==> config.mk <==
export PLATFORM = sky130hd
export DESIGN_NAME = sha3_msg_sequencer
export DESIGN_NICKNAME = d
export VERILOG_FILES = /design/src/rtl/sha3_seq_pkg.sv /design/src/rtl/sha3_seq_word_counter.sv /design/src/rtl/sha3_msg_sequencer.sv
export SDC_FILE = /design/constraint.sdc
export NUM_CORES = 1
export LEC_CHECK = 0
export ABC_CLOCK_PERIOD_IN_PS = 2000
export CORE_AREA = 2 2 431 433
export DETAILED_ROUTE_END_ITERATION = 10
export DIE_AREA = 0 0 433 435
export GPL_ROUTABILITY_DRIVEN = 1
export SLEW_MARGIN = 20
export SYNTH_ARGS = -nofsm -noshare
export SYNTH_HDL_FRONTEND = slang
export SYNTH_SLANG_ARGS = --single-unit
==> constraint.sdc <==
create_clock -name clk -period 2 [get_ports clk]
set_input_delay 0.2 -clock clk [delete_from_list [all_inputs] [get_ports clk]]
set_output_delay 0.2 -clock clk [all_outputs]
set_load 0.01 [all_outputs]
==> src/rtl/sha3_seq_pkg.sv <==
`default_nettype none
//============================================================================
// sha3_seq_pkg - shared state encoding and widths for sha3_msg_sequencer
// Rev 1.0
//============================================================================
package sha3_seq_pkg;
  localparam int WORD_W     = 32;
  localparam int DIGEST_W   = 512;
  localparam int BYTE_NUM_W = 2;

  typedef enum logic [2:0] {
    IDLE     = 3'd0,
    LOAD     = 3'd1,
    WAIT_DIG = 3'd2,
    DONE     = 3'd3,
    CLR      = 3'd4
  } state_t;
endpackage
`default_nettype wire

==> src/rtl/sha3_seq_word_counter.sv <==
`default_nettype none
//============================================================================
// sha3_seq_word_counter - full-word down-counter, tail bytes and last flag
// Rev 1.0
//============================================================================
module sha3_seq_word_counter
  import sha3_seq_pkg::*;
#(
  parameter int LEN_W = 16
) (
  input  logic                  clk,
  input  logic                  reset,
  input  logic                  load,
  input  logic [LEN_W-1:0]      len,
  input  logic                  dec,
  output logic [BYTE_NUM_W-1:0] tail,
  output logic                  last_word
);

  logic [LEN_W-3:0] count;

  // The final push happens with count already at zero, so it must not wrap.
  always_ff @(posedge clk) begin
    if (reset) begin
      count <= '0;
      tail  <= '0;
    end else if (load) begin
      count <= len[LEN_W-1:2];
      tail  <= len[1:0];
    end else if (dec && (count != '0)) begin
      count <= count - (LEN_W-2)'(1);
    end
  end

  assign last_word = (count == '0);

endmodule
`default_nettype wire

==> src/rtl/sha3_msg_sequencer.sv <==
`default_nettype none
//============================================================================
// sha3_msg_sequencer - streams one message into sha3_low_throughput, returns digest
// Rev 1.0 | optional watchdog + err port: `define SHA3_SEQ_TIMEOUT_EN
//============================================================================
module sha3_msg_sequencer
  import sha3_seq_pkg::*;
#(
  parameter int LEN_W       = 16,
  parameter int CLR_CYCLES  = 2,
  parameter int TIMEOUT_CYC = 4096
) (
  input  logic                  clk,
  input  logic                  reset,
  input  logic                  start_valid,
  output logic                  start_ready,
  input  logic [LEN_W-1:0]      start_len,
  input  logic [WORD_W-1:0]     s_data,
  input  logic                  s_valid,
  output logic                  s_ready,
  output logic                  core_reset,
  output logic [WORD_W-1:0]     core_in,
  output logic                  core_in_ready,
  output logic                  core_is_last,
  output logic [BYTE_NUM_W-1:0] core_byte_num,
  input  logic                  core_buffer_full,
  input  logic [DIGEST_W-1:0]   core_out,
  input  logic                  core_out_ready,
  output logic                  dig_valid,
  input  logic                  dig_ready,
  output logic [DIGEST_W-1:0]   dig_data,
  output logic                  busy
`ifdef SHA3_SEQ_TIMEOUT_EN
  ,
  output logic                  err
`endif
);

  localparam int CLR_W = (CLR_CYCLES > 1) ? $clog2(CLR_CYCLES) : 1;

  state_t                  state;
  logic [CLR_W-1:0]        clr_cnt;
  logic [BYTE_NUM_W-1:0]   tail;
  logic                    last_word;
  logic                    in_load;
  logic                    synth;
  logic                    push;
  logic                    load;

  sha3_seq_word_counter #(.LEN_W(LEN_W)) u_word_counter (
    .clk       (clk),
    .reset     (reset),
    .load      (load),
    .len       (start_len),
    .dec       (push),
    .tail      (tail),
    .last_word (last_word)
  );

  // Handshake outputs are gated by reset so they read as idle during it.
  assign in_load       = (state == LOAD) && !reset;
  assign synth         = in_load && last_word && (tail == '0);
  assign push          = in_load && !core_buffer_full && (synth || s_valid);
  assign load          = (state == IDLE) && start_valid;
  assign s_ready       = push && !synth;
  assign core_in_ready = push;
  assign core_in       = synth ? '0 : s_data;
  assign core_is_last  = in_load && last_word;
  assign core_byte_num = core_is_last ? tail : '0;
  assign core_reset    = reset || (state == CLR);
  assign start_ready   = (state == IDLE) && !reset;
  assign busy          = (state != IDLE);

`ifdef SHA3_SEQ_TIMEOUT_EN
  logic [31:0] wd_cnt;
`else
  logic unused_timeout;
  assign unused_timeout = (TIMEOUT_CYC != 0);
`endif

  always_ff @(posedge clk) begin
    if (reset) begin
      state     <= IDLE;
      clr_cnt   <= '0;
      dig_valid <= 1'b0;
      dig_data  <= '0;
`ifdef SHA3_SEQ_TIMEOUT_EN
      wd_cnt    <= '0;
      err       <= 1'b0;
`endif
    end else begin
      case (state)
        IDLE: begin
          if (start_valid) begin
            state <= LOAD;
`ifdef SHA3_SEQ_TIMEOUT_EN
            err   <= 1'b0;
`endif
          end
        end
        LOAD: begin
          if (push && last_word) begin
            state <= WAIT_DIG;
`ifdef SHA3_SEQ_TIMEOUT_EN
            wd_cnt <= '0;
`endif
          end
        end
        WAIT_DIG: begin
          if (core_out_ready) begin
            dig_data  <= core_out;
            dig_valid <= 1'b1;
            state     <= DONE;
          end
`ifdef SHA3_SEQ_TIMEOUT_EN
          else if (wd_cnt == 32'(TIMEOUT_CYC - 1)) begin
            err     <= 1'b1;
            clr_cnt <= '0;
            state   <= CLR;
          end else begin
            wd_cnt <= wd_cnt + 32'd1;
          end
`endif
        end
        DONE: begin
          if (dig_ready) begin
            dig_valid <= 1'b0;
            clr_cnt   <= '0;
            state     <= CLR;
          end
        end
        CLR: begin
          // Core out_ready stays high until its reset, so hold it long enough.
          if (clr_cnt == CLR_W'(CLR_CYCLES - 1)) begin
            state <= IDLE;
          end else begin
            clr_cnt <= clr_cnt + CLR_W'(1);
          end
        end
        default: state <= IDLE;
      endcase
    end
  end

endmodule
`default_nettype wire

# == Yosys cells after proc, flatten, opt, wreduce, memory -nomap -nowiden ==
# Cells that the tools add are included.
# op_classes
reduce_logical,27
muxes,15
n_eq_ne,9
addsub,2
# ops
operator,n
$mux 32,1
$mux 14,2
$mux 3,5
$pmux 3 s5,1
$logic_not 14->1,1
$reduce_bool 14->1,1
$sub 14x1->14 const B,1
$logic_and 1x1->1,10
$ne 2x2->1 const B,4
$eq 3x2->1 const B,2
$reduce_bool 2->1,3
$reduce_and 5->1,1
$pmux 1 s2,2
$reduce_and 2->1,2
$eq 3x1->1 const B,1
$eq 3x3->1 const B,1
$logic_not 1->1,3
$logic_not 3->1,1
$mux 1,3
$reduce_and 3->1,1
$reduce_bool 3->1,1
$logic_not 2->1,1
$logic_or 1x1->1,2
$mux 2,1
2 further kinds,2
# word_totals
output_inout_bits,553
register_bits,533

# == Depth between registers and ports, before layout ==
# Gate-level depths: netlist (run 1).
# depth
ltp_word,9
ltp_mapped,8
mapped_depth_nobuf,7

# == Cells and area by module ==
# A second synthesis (run 1) with hierarchy kept.
# hier_totals
cells_unflattened,2412
area_unflattened_um2,19319.8
# by_module_without_submodules
mod,area_each_um2,cells_per_inst,instances
sha3_msg_sequencer,18322.6,2300,1
sha3_seq_word_counter,997.2,112,1

# == Least setup slack after synthesis (run 1) ==
# OpenSTA, ideal clock, no wires.
# synth_path
path_kind,register to output
start,register u_word_counter.count[0]
end,output port core_in_ready
required_time_ns,1.800
stages_incl_launch_ff,9
setup_slack_ns,0.120
arrival_time_ns,1.680
path_cell_list,dfxtp_1 -> inv_1 -> ha_1 -> nor4b_2 -> and4_1 -> buf_4 -> nand3_1 -> clkbuf_1 -> a21oi_1
# synth_between
elab_chain_cells,5
# synth_lines
element,line_no,text
"start, declared",sha3_seq_word_counter.sv:20,logic [LEN_W-3:0] count;
"start signal, assigned",sha3_seq_word_counter.sv:28,count <= len[LEN_W-1:2];
"start signal, assigned",sha3_seq_word_counter.sv:31,count <= count - (LEN_W-2)'(1);
$logic_not 14->1,sha3_seq_word_counter.sv:35,assign last_word = (count == '0);
$logic_and 1x1->1 (2 in series),sha3_msg_sequencer.sv:62,assign synth = in_load && last_word && (tail == '0);
$logic_or 1x1->1,sha3_msg_sequencer.sv:63,assign push = in_load && !core_buffer_full && (synth || s_valid);
$logic_and 1x1->1,sha3_msg_sequencer.sv:63,
"end, declared",sha3_msg_sequencer.sv:23,"output logic core_in_ready,"
# Every way passes these cells.

# == Worst setup path in the final report (run 1) ==
# layout_path
start,register u_word_counter.count[0]
end,output port core_in[26]
# layout_between
elab_chain_cells,4
# layout_lines
element,line_no,text
$logic_not 14->1,sha3_seq_word_counter.sv:35,
$logic_and 1x1->1 (2 in series),sha3_msg_sequencer.sv:62,
$mux 32,sha3_msg_sequencer.sv:67,assign core_in = synth ? '0 : s_data;
"end, declared",sha3_msg_sequencer.sv:22,"output logic [WORD_W-1:0] core_in,"
# Every way passes these cells.

==> run summary, run 1 <==
post-synthesis cell type count = 48
post-synthesis sequential area ratio = 0.563
via/cell ratio = 3.55
Post-Route WL = 144 mm
dpl hpwl = 119 mm
Worst-Skew Late Latency = 0.67 ns
Post-Synth XOR/XNOR Area = 0.00416
fmax = 0.397 GHz
largest net degree at the start of global routing = 128
Netlist Area Pre-Place = 19000 µm²
Reg power frac = 0.391
Critical Path Start Type = register
critical path class = register to output pin
layout cells sized above 1 = 0.0836
Tcrit/Tclk final = 1.26
CTS Buf Count = 70
Post-synth EDFFs = 0
Clk Tree Root Cell = clkbuf_16
initial antenna violation count = 74
R2R Path End = u_word_counter.count[10]$_SDFFE_PP0P_
critical path required time = 1.80 ns
Synth Flop Type = dfxtp_1
Critical-path top delay cell = dfxtp_2
P_sw = 7.79 mW
Initial Util = 0.103
CTS Sinks = 533
first-pass GRT wire length = 189 mm
Worst Hold End = dig_data[293]$_SDFFE_PP0P_
Synth Area in Compound Gates = 0.147
Max Root-Sink Buffers = 3
DRT antenna net count = 0
Congestion Overflow GR = 0
final net count = 4321
Worst Hold Class = input pin to register
area grow syn2layout = 101%
Place WS = -0.268 ns
peak supply drop = 602 µV
Clock Skew = 0.0342 ns
io pins = 1120
crit-path max FO = 17
DR iter-0 viols = 1735
Ys Warns = 0
CP Buf/Inv Count = 3
area of the multi-input gates = 7620 µm²
CTS tree = built
Top Family by Delay on Critical Path = simple AND/OR/NAND/NOR gates
simple-gate share of the synthesized area = 0.239
Slew headroom = 0.480
Mean Syn Cell Area = 7.83 µm²
failing checks = setup timing
RSZ-0062 raised after global routing = true
core box area = 184000 µm²
power density over the cells = 747 nW/µm²
Slew Limit Fails = 0
H-tree lvl count = 3
crit path cell chain = inv_2 > ha_1 > nor4b_4 > and4_4 > nand3_4 > buf_12 > and2_1 > buf_2
Adder-Cell Fraction of Synth Area = 0.00132
Fillers = 20500
FF/Latch Area = 10700 µm²
Buffers on Ports = 1119
full die area = 188000 µm²
Max Cap Viol = 0
# rows = 158
r2r setup slk = -0.01 ns
Setup WS post-layout = -0.518 ns
Synth Register Bits = 533
r2r startpoint = u_word_counter.count[0]$_SDFFE_PP0P_
Setup violations, final = 38
Worst path depth = 8
hold depth = 3
Tightest Pin Transition = 0.780 ns
main combinational cell family by area after synthesis = simple AND/OR/NAND/NOR gates
DR pass1 iterations = 5
asr flop ratio synth = 0
Worst path max stage delay = 0.33 ns
P_leak = 12.9 nW
Final Critical Period = 2.52 ns
DR WL/cell = 22.8 µm
Final Power = 28.5 mW
status = finished, violations left
Die W = 433 µm
Synth Net Count = 2990
mux cell area share after synthesis = 0.000528
CTS clk-pin slew, worst paths = 0.06 ns
Final Hold Viols = 0
gpl congestion = 0.987
hold_sp = core_out[293]
Vias = 22400
Clk pwr share = 0.451
Synth Instances = 2421
Net Sw Frac = 0.273
Die Height = 435 µm
critical path endpoint category = output pin
vias in the first global route = 21900
R2R depth = 9
cell-internal power = 20.7 mW
Worst Path Arrival = 2.32 ns
GRT Util Overall = 0.146
Logic pwr share = 0.157
Remaining DRCs = 0
-- layer usage --
| layer | vias up | GRT usage | share of wire |
|---|---|---|---|
| li1 | 10500 | - | - |
| met1 | 10800 | 0.184 | 0.42 |
| met2 | 936 | 0.227 | 0.45 |
| met4 | 12 | 0.0451 | 0.025 |
| met5 | - | 0 | 0.00064 |
| met3 | 179 | 0.0588 | 0.10 |
-- how the worst max path moves through the flow --
stage	from	endpoint	slack, ns
2_1_floorplan	u_word_counter.count[0]$_SDFFE_PP0P_	core_in_ready	0.12
3_3_place_gp	u_word_counter.count[1]$_SDFFE_PP0P_	core_in_ready	-0.28
3_5_place_dp	u_word_counter.count[1]$_SDFFE_PP0P_	core_in_ready	-0.27
4_1_cts	u_word_counter.count[0]$_SDFFE_PP0P_	core_in[14]	-0.72
5_1_grt	u_word_counter.count[7]$_SDFFE_PP0P_	core_byte_num[1]	-0.66
6_report	u_word_counter.count[0]$_SDFFE_PP0P_	core_in[26]	-0.52
-- cell families (layout without fill, tap and decap cells) --
| logic type | Yosys count | after routing |
|---|---|---|
| simple gates | 1140 | 1140 |
| compound gates | 545 | 545 |
| flops | 533 | 533 |
| buf+inv | 191 | 1573 |
| xor+xnor | 9 | 9 |
| fa+ha+maj | 2 | 2 |
| mux | 1 | 1 |
| other cells | 0 | 32 |
-- cell usage after synthesis (all sizes together) (2+ instances only) --
cell type  number  area, µm²
and3            2       12.5
and2           35        219
nor3            8       45.0
a31oi           2       12.5
nand4           2       12.5
nor3b           3       38.8
nor2           27        104
inv             7       26.3
nor4b           3       38.8
o21ai           4       20.0
xnor2           9       78.8
and4            3       26.3
clkbuf        108        405
or3b            2       17.5
dfxtp         533      10700
nand3           6       30.0
or3             2       12.5
nor4            8       65.1
ha              2       25.0
a211oi         11       82.6
a21oi         520       2600
nand2        1036       3890
buf            75        405
-- worst min-delay path, stage by stage --
cell and delay, ns:
clkdlybuf4s50_1 0.41, nand2_1 0.06, a21oi_1 0.05
-- per-stage QoR --
step / std cells / instance area (µm²) / TNS [ns] / util / hold slack [ns]
finish: 6315 / 38200 / -18.36 / 0.207 / 0.0839
global route: 6299 / 38100 / -23.95 / 0.207 / 0.0459
CTS: 6279 / 38000 / -22.28 / 0.206 / 0.000215
detailed placement: 5946 / 33700 / -6.61 / 0.183 / 0.446
global placement: 5946 / 33700 / -7.04 / 0.183 / 0.441
floorplan: 2421 / 19000 / 0 / - / 0.336
-- power groups by stage --
stage,sequential [mW],clock (mW),combinational [mW]
3_5_place_dp,11.4,0,4.01
5_1_grt,11.2,13.6,4.76
6_report,11.2,12.9,4.49
4_1_cts,11.1,13.3,4.43
2_1_floorplan,11.5,0,1.13
3_3_place_gp,11.4,0,4.01
-- layout make-up --
class | count | share of cell area
Timing Repair Buffer | 1443 | 0.375
Sequential cell | 533 | 0.280
Multi-Input combinational cell | 1697 | 0.200
Tap cell | 2480 | 0.0813
Clock buffer | 99 | 0.0524
Clock inverter | 24 | 0.00925
Antenna cell | 32 | 0.00210
Inverter | 7 | 0.000689
-- placed cells by master (no fill, tap or decap), types with 9 or more instances in the layout --
| cell | count |
|---|---|
| dfxtp_1 | 521 |
| a211oi_1 | 11 |
| nand2_1 | 1034 |
| nor2_1 | 23 |
| a21oi_1 | 518 |
| buf_12 | 31 |
| clkbuf_16 | 70 |
| diode_2 | 32 |
| dlygate4sd2_1 | 77 |
| dlygate4sd3_1 | 205 |
| clkbuf_1 | 15 |
| clkbuf_8 | 14 |
| and2_1 | 32 |
| buf_4 | 86 |
| xnor2_1 | 9 |
| buf_2 | 34 |
| dfxtp_2 | 11 |
| clkdlybuf4s50_1 | 998 |
-- state kept, by name, indices dropped and copies added (netlist names) --
name and flops:
dig_valid 1, u_word_counter.count 14, clr_cnt 1, dig_data 512, u_word_counter.tail 2, state 3
-- repair_timing --
item | CTS | global route
hold buffers | 205 | 0
gates resized for setup | 269 | 18
cloned | 1 | 0
setup buffers | 5 | 4
setup endpoints to repair | 124 | 47
pin swaps | 8 | 6
hold endpoints to repair | 213 | 0
No activity file was read; power rests on OpenSTA's default activity.
==> run 2, diff against run 1 <==
--- a/config.mk
+++ b/config.mk
@@ -7,9 +7,11 @@
 export LEC_CHECK = 0
 export ABC_CLOCK_PERIOD_IN_PS = 2000
 export CORE_AREA = 2 2 431 433
+export CTS_CLUSTER_SIZE = 40
 export DETAILED_ROUTE_END_ITERATION = 10
 export DIE_AREA = 0 0 433 435
 export GPL_ROUTABILITY_DRIVEN = 1
+export MAX_ROUTING_LAYER = met4
 export SLEW_MARGIN = 20
 export SYNTH_ARGS = -nofsm -noshare
 export SYNTH_HDL_FRONTEND = slang
==> run 2 against run 1 <==
Net effect: via count decreased by 1.0%; cell area grew 0.13%; largest power group unchanged; global-route usage grew 0.15 points; combinational power fell by 1%; sequential share of layout area barely moved; count of clock-buffer cells in the layout is 4 lower; core utilization about the same; maximum frequency fell by 4.0%; critical path depth decreased by 2; the flow still finishes with violations (setup timing).
==> run summary, run 2 (same netlist as run 1, synthesis figures left out) <==
DR pass1 iterations = 5 (unchanged)
Clk pwr share = 0.478 (was 0.451)
CTS Sinks = 533 (unchanged)
final net count = 4273 (was 4321)
critical path required time = 1.80 ns (about the same)
Buffers on Ports = 1119 (unchanged)
Post-Route WL = 141 mm (was 144 mm)
hold slack final = 0.0714 ns (was 0.0839 ns)
Clock Skew = 0.0598 ns (was 0.0342 ns)
core box area = 184000 µm² (unchanged)
Remaining DRCs = 0 (unchanged)
P_sw = 7.74 mW (was 7.79 mW)
full die area = 188000 µm² (unchanged)
first-pass GRT wire length = 186 mm (was 189 mm)
R2R depth = 9 (unchanged)
Clk Tree Root Cell = clkbuf_16 (unchanged)
RSZ-0062 raised after global routing = true (unchanged)
crit path cell chain = nor4_4 > and4_4 > nand3_4 > clkbuf_16 > and2_4 > buf_6 (was inv_2 > ha_1 > nor4b_4 > and4_4 > nand3_4 > buf_12 > and2_1 > buf_2)
commonest cells after routing, fill and taps aside = 1035 x nand2_1, 996 x clkdlybuf4s50_1, 525 x dfxtp_1 (was 1034 x nand2_1, 998 x clkdlybuf4s50_1, 521 x dfxtp_1)
largest net degree at the start of global routing = 143 (was 128)
Critical Path Start Type = register (unchanged)
dpl hpwl = 116 mm (was 119 mm)
placed inst area = 33500 µm² (was 33700 µm²)
Largest regs = dig_data: 512 flops, u_word_counter.count: 14 flops, state: 3 flops (unchanged)
TNS Setup = -21.76 ns (was -18.36 ns)
vias in the first global route = 21600 (was 21900)
hold depth = 3 (unchanged)
largest register by flop count = dig_data (unchanged)
Max Root-Sink Buffers = 3 (unchanged)
fmax = 0.381 GHz (was 0.397 GHz)
failing checks = setup timing (unchanged)
Reg power frac = 0.373 (was 0.391)
Final Cell Area = 38200 µm² (about the same)
Die W = 433 µm (unchanged)
Max Cap Viol = 0 (unchanged)
end-of-flow core utilization = 0.208 (was 0.207)
H-tree lvl count = 3 (unchanged)
DRT antenna net count = 0 (unchanged)
Slew Limit Fails = 0 (unchanged)
layout cells sized above 1 = 0.0928 (was 0.0836)
initial antenna violation count = 60 (was 74)
Final Hold Viols = 0 (unchanged)
via/cell ratio = 3.54 (was 3.55)
Setup WS post-layout = -0.623 ns (was -0.518 ns)
most common cell after layout, fill and taps aside = nand2_1 (unchanged)
Place WS = -0.283 ns (was -0.268 ns)
DR WL/cell = 22.6 µm (was 22.8 µm)
# rows = 158 (unchanged)
Top Family by Delay on Critical Path = simple AND/OR/NAND/NOR gates (unchanged)
number of flip-flops in the largest register = 512 (unchanged)
cell-internal power = 22.1 mW (was 20.7 mW)
Critical-path top delay cell = nor4_4 (was dfxtp_2)
power density over the cells = 781 nW/µm² (was 747 nW/µm²)
Setup violations, final = 37 (was 38)
area grow syn2layout = 102% (was 101%)
Initial Util = 0.103 (unchanged)
CTS tree = built (unchanged)
critical path endpoint category = output pin (unchanged)
peak supply drop = 575 µV (was 602 µV)
Tcrit/Tclk final = 1.31 (was 1.26)
io pins = 1120 (unchanged)
CP Buf/Inv Count = 2 (was 3)
critical path class = register to output pin (unchanged)
Worst path depth = 6 (was 8)
Logic pwr share = 0.149 (was 0.157)
CTS clk-pin slew, worst paths = 0.06 ns (about the same)
Worst Hold Class = input pin to register (unchanged)
status = finished, violations left (unchanged)
Worst path max stage delay = 0.41 ns (was 0.33 ns)
Vias = 22200 (was 22400)
gpl congestion = 1.03 (was 0.987)
crit-path max FO = 8 (was 17)
GRT Util Overall = 0.148 (was 0.146)
Congestion Overflow GR = 0 (unchanged)
Die Height = 435 µm (unchanged)
CTS Buf Count = 70 (unchanged)
Slew headroom = 0.490 (was 0.480)
DR iter-0 viols = 1731 (was 1735)
Worst-Skew Late Latency = 0.68 ns (was 0.67 ns)
P_leak = 13.1 nW (was 12.9 nW)
Net Sw Frac = 0.259 (was 0.273)
Final Critical Period = 2.62 ns (was 2.52 ns)
Worst Path Arrival = 2.42 ns (was 2.32 ns)
Tightest Pin Transition = 0.765 ns (was 0.780 ns)
run 2: changes by cell type in the layout (fill, tap and decap cells not counted), sizes merged, moves of 2 or more:
cell	before	now
buf	161	152
clkdlybuf4s50	998	996
clkinv	17	15
diode	32	25
clkbuf	101	97
dlymetal6s2s	0	4
bufinv	2	12
dlygate4sd3	205	164
run 2: repair_timing:
action | 4_1_cts | 5_1_grt
endpoints found under the setup margin | 119 | 47
gates resized for setup | 262 | 88
pin swaps | 8 | 21
hold buffers | 164 | 0
gates cloned | 1 | 2
buffers inserted | 12 | 6
hold endpoints to repair | 198 | 0
run 2: tightest hold or removal path: stages:
cell and delay (ns):
clkdlybuf4s50_1 0.40, nand2_1 0.06, a21oi_1 0.05
run 2: per-stage QoR:
stage | total power [mW] | instances
6_report | 29.8 | 6264
5_1_grt | 31.0 | 6259
4_1_cts | 30.2 | 6237
3_5_place_dp | 15.3 | 5934
3_3_place_gp | 15.3 | 5934
2_1_floorplan | 12.6 | 2421
run 2: final timing paths:
path / from / endpoint / slack [ns]
setup / recovery: u_word_counter.count[9]$_SDFFE_PP0P_ / core_in[1] / -0.62
hold / removal: core_out[227] / dig_data[227]$_SDFFE_PP0P_ / 0.07
setup reg to reg: u_word_counter.count[9]$_SDFFE_PP0P_ / u_word_counter.count[13]$_SDFFE_PP0P_ / 0.08
hold reg to reg: dig_data[507]$_SDFFE_PP0P_ / dig_data[507]$_SDFFE_PP0P_ / 0.45
run 2: power by group through the flow:
| stage | clock network [mW] | logic (mW) | registers, mW |
|---|---|---|---|
| floorplan | 0 | 1.13 | 11.5 |
| global placement | 0 | 3.96 | 11.3 |
| detailed placement | 0 | 3.96 | 11.4 |
| CTS | 14.7 | 4.34 | 11.1 |
| global route | 15.1 | 4.72 | 11.2 |
| finish | 14.3 | 4.44 | 11.1 |
run 2: metal layers:
layer | vias to the layer above | share of wire | track usage
met5 | - | 0 | -
met4 | 0 | 0.022 | 0.0365
met3 | 196 | 0.11 | 0.0660
met2 | 996 | 0.45 | 0.223
met1 | 10600 | 0.43 | 0.179
li1 | 10400 | - | -
run 2: area by class of cell:
cell class / instances / area (µm²)
sequential: 533 / 10700
multi-input combinational: 1697 / 7690
fill: 20400 / 146000
tap: 2480 / 3100
antenna: 25 / 62.6
clock buffer: 95 / 2030
timing repair buffer: 1395 / 14000
inverter: 7 / 26.3
clock inverter: 32 / 577
